File: config.mk
export PLATFORM = sky130hd
export DESIGN_NAME = mmio_uart_ctrl
export DESIGN_NICKNAME = d
export VERILOG_FILES = /design/src/rtl/mmio_uart_ctrl.sv
export SDC_FILE = /design/constraint.sdc
export NUM_CORES = 1
export LEC_CHECK = 0
export BUFFER_PORTS_ARGS = -buffer_cell sky130_fd_sc_hd__buf_2
export CORE_UTILIZATION = 55
export DETAILED_ROUTE_END_ITERATION = 8
export MAX_ROUTING_LAYER = met4
export PLACE_DENSITY = 0.84
export SYNTH_ARGS = -nofsm -noshare
export SYNTH_HDL_FRONTEND = slang
export SYNTH_SLANG_ARGS = --single-unit
export TNS_END_PERCENT = 50
File: constraint.sdc
create_clock -name clk -period 4.3 [get_ports clk]
set_clock_uncertainty 0.1 [all_clocks]
set_input_delay 0.215 -clock clk [delete_from_list [all_inputs] [get_ports clk]]
set_output_delay 0.215 -clock clk [all_outputs]
set_load 0.05 [all_outputs]
File: src/rtl/mmio_uart_ctrl.sv
// mmio_uart_ctrl
//   MMIO register window for a small CPU. It bridges a byte-wide UART
//   (TX and RX handshakes) and exposes free-running cycle and
//   retired-instruction counters.
//
// Register map (offset = addr[7:0]; the window is selected by
// addr[31:28] == ADDR_BASE[31:28]):
//   0x00  R  status   {30'b0, rx_full, tx_space}
//   0x04  R  RX data  {24'b0, rx_byte}; the read pops the byte
//   0x08  W  TX data  wdata[7:0]
//   0x10  R  cycle count
//   0x14  R  retired-instruction count
//   0x18  W  counter reset (clears both counters, data ignored)
//
// Parameters:
//   ADDR_BASE   base of the MMIO window (only bits [31:28] are decoded)
//   FIFO_DEPTH  TX FIFO entries, a power of 2 no smaller than 2. It is
//               used only when MMIO_TX_FIFO_EN is defined.
//
// Build option:
//   MMIO_TX_FIFO_EN  defined   : TX bytes pass through a FIFO_DEPTH-entry FIFO.
//                    undefined : TX uses a single holding register, and a
//                                store made while it is full is dropped.
//
// Ports:
//   clk, rst     clock and synchronous active-high reset
//   addr         EX-stage byte address
//   wdata        store data; the TX byte is in [7:0]
//   we, re       store strobe and load strobe
//   inst_retire  one instruction retired this cycle
//   rdata        registered load data (1-cycle latency, 0 when not selected)
//   tx_data, tx_valid, tx_ready   byte stream to the UART
//   rx_data, rx_valid, rx_ready   byte stream from the UART
module mmio_uart_ctrl #(
    parameter logic [31:0] ADDR_BASE  = 32'h8000_0000,
    parameter int unsigned FIFO_DEPTH = 4
) (
    input  logic        clk,
    input  logic        rst,
    input  logic [31:0] addr,
    input  logic [31:0] wdata,
    input  logic        we,
    input  logic        re,
    input  logic        inst_retire,
    output logic [31:0] rdata,
    output logic [7:0]  tx_data,
    output logic        tx_valid,
    input  logic        tx_ready,
    input  logic [7:0]  rx_data,
    input  logic        rx_valid,
    output logic        rx_ready
);

    localparam logic [7:0] OFF_STATUS = 8'h00;
    localparam logic [7:0] OFF_RXDATA = 8'h04;
    localparam logic [7:0] OFF_TXDATA = 8'h08;
    localparam logic [7:0] OFF_CYCLE  = 8'h10;
    localparam logic [7:0] OFF_INST   = 8'h14;
    localparam logic [7:0] OFF_CNTCLR = 8'h18;

    logic        sel;
    logic [7:0]  off;
    logic        tx_wr;
    logic        rx_pop;
    logic        cnt_clr;
    logic        tx_space;
    logic        rx_full;
    logic [7:0]  rx_byte;
    logic [31:0] cycle_cnt;
    logic [31:0] inst_cnt;

    assign sel     = (addr[31:28] == ADDR_BASE[31:28]);
    assign off     = addr[7:0];
    assign tx_wr   = we && sel && (off == OFF_TXDATA);
    assign rx_pop  = re && sel && (off == OFF_RXDATA) && rx_full;
    assign cnt_clr = we && sel && (off == OFF_CNTCLR);

    assign rx_ready = !rx_full;

    // The load mux samples state before the edge, so a load that coincides
    // with a store or a pop returns the old value.
    always_ff @(posedge clk) begin
        if (rst) begin
            rdata <= '0;
        end else if (re && sel) begin
            case (off)
                OFF_STATUS: rdata <= {30'b0, rx_full, tx_space};
                OFF_RXDATA: rdata <= {24'b0, rx_byte};
                OFF_CYCLE:  rdata <= cycle_cnt;
                OFF_INST:   rdata <= inst_cnt;
                default:    rdata <= '0;
            endcase
        end else begin
            rdata <= '0;
        end
    end

    // RX holding register. While it is full, rx_ready is low, so the
    // latch and the pop never happen at the same edge.
    always_ff @(posedge clk) begin
        if (rst) begin
            rx_full <= 1'b0;
            rx_byte <= '0;
        end else if (rx_valid && !rx_full) begin
            rx_full <= 1'b1;
            rx_byte <= rx_data;
        end else if (rx_pop) begin
            rx_full <= 1'b0;
        end
    end

    // The counter reset takes precedence over that cycle's increment.
    always_ff @(posedge clk) begin
        if (rst || cnt_clr) begin
            cycle_cnt <= '0;
            inst_cnt  <= '0;
        end else begin
            cycle_cnt <= cycle_cnt + 32'd1;
            if (inst_retire) begin
                inst_cnt <= inst_cnt + 32'd1;
            end
        end
    end

`ifdef MMIO_TX_FIFO_EN
    localparam int unsigned AW = (FIFO_DEPTH > 1) ? $clog2(FIFO_DEPTH) : 1;

    logic [7:0]    fifo_mem [FIFO_DEPTH];
    logic [AW-1:0] wr_ptr;
    logic [AW-1:0] rd_ptr;
    logic [AW:0]   fifo_cnt;
    logic          fifo_full;
    logic          push;
    logic          pop;

    // Fullness is taken from the registered count. A store that arrives
    // while the FIFO is full is dropped, even if a pop frees a slot at
    // the same edge.
    assign fifo_full = (fifo_cnt == (AW+1)'(FIFO_DEPTH));
    assign push      = tx_wr && !fifo_full;
    assign pop       = tx_valid && tx_ready;
    assign tx_valid  = (fifo_cnt != '0);
    assign tx_data   = fifo_mem[rd_ptr];
    assign tx_space  = !fifo_full;

    always_ff @(posedge clk) begin
        if (rst) begin
            wr_ptr   <= '0;
            rd_ptr   <= '0;
            fifo_cnt <= '0;
            for (int unsigned i = 0; i < FIFO_DEPTH; i++) begin
                fifo_mem[i] <= '0;
            end
        end else begin
            if (push) begin
                fifo_mem[wr_ptr] <= wdata[7:0];
                wr_ptr           <= wr_ptr + 1'b1;
            end
            if (pop) begin
                rd_ptr <= rd_ptr + 1'b1;
            end
            fifo_cnt <= fifo_cnt + {{AW{1'b0}}, push} - {{AW{1'b0}}, pop};
        end
    end

    logic unused_ok;
    assign unused_ok = ^{wdata[31:8], addr[27:8]};
`else
    assign tx_space = !tx_valid;

    // A store made while a byte is held is dropped, even in the cycle
    // in which that byte is being accepted.
    always_ff @(posedge clk) begin
        if (rst) begin
            tx_valid <= 1'b0;
            tx_data  <= '0;
        end else if (tx_valid) begin
            if (tx_ready) begin
                tx_valid <= 1'b0;
            end
        end else if (tx_wr) begin
            tx_valid <= 1'b1;
            tx_data  <= wdata[7:0];
        end
    end

    logic [31:0] unused_depth;
    logic        unused_ok;
    assign unused_depth = FIFO_DEPTH;
    assign unused_ok    = ^{wdata[31:8], addr[27:8], unused_depth};
`endif

endmodule

==> results.py <==
metrics = {
    "outcome": {
        "status": "completed",
    },
    "flow_run": {
        "cap_violations": 0,
    },
    "logic_synthesis": {
        "ys_warn_count": 0,
        "seq_area_frac_synth_pct": 46.5,
        "ys_ff_latch": 114,
        "synth_cell_types": 42,
        "synth_cells": 549,
        "postSynthAreaPerCell_um2": 8.95,
        "syn_nets": 630,
        "netlist_area_um2": 4910,
    },
    "timing": {
        "period_minus_slack_ps": 2840,
        "finalSetupTns_ps": 0,
        "holdWs_ps": 18.3,
        "final-max-slew-violation-count": 0,
        "hold_viol": 0,
        "setup_viol": 0,
        "slew_headroom_pct": 15.6,
        "fmax_ghz": 0.353,
        "tightest_slew_ps": 1270,
        "period_share_pct": 65.9,
        "rsz0062_at_grt": "no",
    },
    "floorplan": {
        "die_h_um": 96.5,
        "die_w_um": 96.5,
        "dieArea_um2": 9310,
        "initial_core_util_pct": 56.6,
        "core_um2": 8680,
        "fp-row-count": 34,
        "io_pins": 121,
    },
    "cts": {
        "htree_levels": 4,
        "insertion_delay_ps": 520,
        "root_buffer": "clkbuf_8",
        "cts_resized": 0,
        "clkSlewWorstSetupHoldPaths_ps": 60,
        "post-cts-setup-buffers": 0,
        "cts_max_path_buffers": 2,
        "cts_made_buffers": 17,
        "holdBufCountCts": 21,
        "tritoncts": "done",
        "cts.sinks": 114,
    },
    "detailed_routing": {
        "drt-initial-drc-count": 489,
        "drt_wl_total_um": 13600,
        "drtAntennaViolNets": 0,
        "drt-vias-per-instance": 6.37,
        "wl_per_cell_um": 18.1,
        "post-route-drc-count": 0,
        "vias": 4768,
        "dr.pass1.iters": 7,
    },
    "power_and_ir_drop": {
        "fin_total_pwr_w": 0.00266,
        "ir_drop_mv": 0.272,
        "pwr-share-clk_pct": 55.9,
        "p_int_w": 0.00211,
        "power.switching_w": 0.000551,
        "swShare_pct": 20.7,
        "power_density_nw_per_um2": 434,
        "p_comb_share_pct": 3.6,
        "leakage_nw": 2.21,
        "seqPwrFrac_pct": 40.5,
    },
    "cells_and_area": {
        "multi_input_area_um2": 2440,
        "layout-drive-gt1-share_pct": 20.1,
        "final_area_um2": 6120,
        "nNetsFinal": 710,
        "area_growth_pct": 24.6,
        "final_util_pct": 70.5,
        "seqCellArea_um2": 2280,
        "diodes": 0,
        "fillers": 622,
    },
    "critical_path": {
        "cp_slowest_cell": "nand4_1",
        "crit_type": "reg2reg",
        "cp.required_ps": 4620,
        "endpoint_kind": "register",
        "startpoint_type": "register",
        "critPathMaxStageDelay_ps": 780,
        "critPathMaxFanout": 19,
        "cp.arrival_ps": 3160,
        "critical_path.cell_chain": "ha_1 -> and3_1 -> nand4_1 -> or4_1 -> a21oi_1",
    },
    "place": {
        "gp_congestion": 0.801,
        "place.port_buffers": 76,
        "dpl.hpwl_um": 7540,
        "place_area_um2": 5290,
    },
    "global_route": {
        "grt_max_degree": 62,
        "track_usage_pct": 30.4,
        "grt_antenna_before_repair": 0,
        "grt_pass1_wl_um": 20900,
        "grt_pass1_vias": 4437,
        "grt_overflow": 0,
    },
    "worst_hold_path": {
        "hp-class": "in2reg",
    },
}
## power by group through the flow
| stage | Clock, W | Sequential [W] | Combinational [W] |
|---|---|---|---|
| CTS | 0.00147 | 0.00108 | 0.0000905 |
| global route | 0.00153 | 0.00108 | 0.000103 |
| floorplan | 0 | 0.00110 | 0.0000485 |
| global placement | 0 | 0.00110 | 0.0000715 |
| finish | 0.00148 | 0.00108 | 0.0000956 |
| detailed placement | 0 | 0.00110 | 0.0000743 |
## final cells by class
cell class              instances  area share [%]
clock buffers                  21            7.67
clock inverters                10            2.53
inverters                       9           0.552
multi-input cells             388            39.9
flip-flops and latches        114            37.3
well taps                     108            2.21
repair buffers                 99            9.89
## per-stage QoR
step | setup WS [ps] | std cells
floorplan | 2370 | 549
CTS | 1510 | 749
finish | 1460 | 749
global route | 1320 | 749
global placement | 1700 | 697
detailed placement | 1570 | 697
## flip-flops by register name, indices dropped and copies added (netlist names)
name,flops
rx_full,1
tx_valid,1
rdata,32
cycle_cnt,32
rx_byte,8
inst_cnt,32
tx_data,8
## critical path, delay by kind of cell, from the launching register on
family	cells	cell delay (ps)
and+or+nand+nor	3	1820
DFF	1	440
adders and majority gates	1	220
AOI/OAI and AO/OA	1	150
## layout by cell type, fill, tap and decap left out, drive strengths merged, types with 18 or more instances in the layout
cell	synthesis	routed
clkbuf	30	21
o31ai	25	25
nand2	24	24
a21oi	43	43
nor2	69	69
or4	27	27
nand3	25	25
buf	8	78
o21ai	18	18
dfxtp	114	114
dlygate4sd3	0	21
nand4	21	21
a22oi	27	27
## layer usage
layer  GRT usage, %  wire (µm)
met1           34.0       5390
met4           17.9        507
met3           8.06        834
met5              -          0
met2           48.8       6850
## final timing paths
check	startpoint	end	slack (ps)	cells after the start
hold / removal	rst	rx_byte[0]$_SDFFE_PP0P_	20	2
setup / recovery	cycle_cnt[0]$_SDFF_PP0_	cycle_cnt[30]$_SDFF_PP0_	1460	5
setup reg to reg	cycle_cnt[0]$_SDFF_PP0_	cycle_cnt[30]$_SDFF_PP0_	1460	5
hold reg to reg	tx_data[0]$_SDFFE_PP0P_	tx_data[0]$_SDFFE_PP0P_	380	2
## synthesized netlist by cell type
| cell | number | share of area (%) |
|---|---|---|
| a32oi_1 | 3 | 0.53 |
| nor3_1 | 5 | 0.51 |
| a22oi_1 | 27 | 4.1 |
| buf_6 | 3 | 0.69 |
| or3b_2 | 3 | 0.53 |
| nor2b_1 | 1 | 0.13 |
| mux4_2 | 2 | 0.92 |
| a21oi_1 | 43 | 4.4 |
| nor2_1 | 69 | 5.3 |
| nor4_1 | 4 | 0.51 |
| and4b_1 | 1 | 0.20 |
| or4_4 | 1 | 0.23 |
| xnor2_1 | 8 | 1.4 |
| nor4b_1 | 1 | 0.18 |
| nand3_1 | 25 | 2.5 |
| or2_2 | 2 | 0.25 |
| and2_1 | 4 | 0.51 |
| a2bb2oi_1 | 1 | 0.18 |
| o21ai_0 | 18 | 1.8 |
| nor4b_2 | 1 | 0.31 |
| nand4_1 | 21 | 2.7 |
| ha_1 | 2 | 0.51 |
| o31ai_1 | 25 | 3.8 |
| a311oi_1 | 1 | 0.18 |
| or3_1 | 13 | 1.7 |
| clkbuf_2 | 1 | 0.10 |
| xor2_1 | 15 | 2.7 |
| and4_1 | 8 | 1.4 |
| nand2b_1 | 2 | 0.25 |
| inv_1 | 9 | 0.69 |
| buf_1 | 1 | 0.076 |
| or4_1 | 26 | 4.0 |
| clkbuf_1 | 29 | 2.2 |
| mux2_2 | 6 | 1.4 |
| and3_1 | 8 | 1.0 |
| and2b_2 | 2 | 0.36 |
| dfxtp_1 | 114 | 46 |
| nand2_1 | 24 | 1.8 |
| and2_0 | 1 | 0.13 |
| buf_2 | 4 | 0.41 |
| nand3b_1 | 3 | 0.46 |
| mux2i_1 | 12 | 2.4 |
## kinds of logic after synthesis
logic type	after synthesis	share of synthesized area, %
xor+xnor	23	4.10
compound gates	118	15.1
buf+inv	47	4.18
mux	20	4.74
fa+ha+maj	2	0.509
flops	114	46.5
simple gates	225	25.0
No activity file was read; power rests on OpenSTA's default activity.
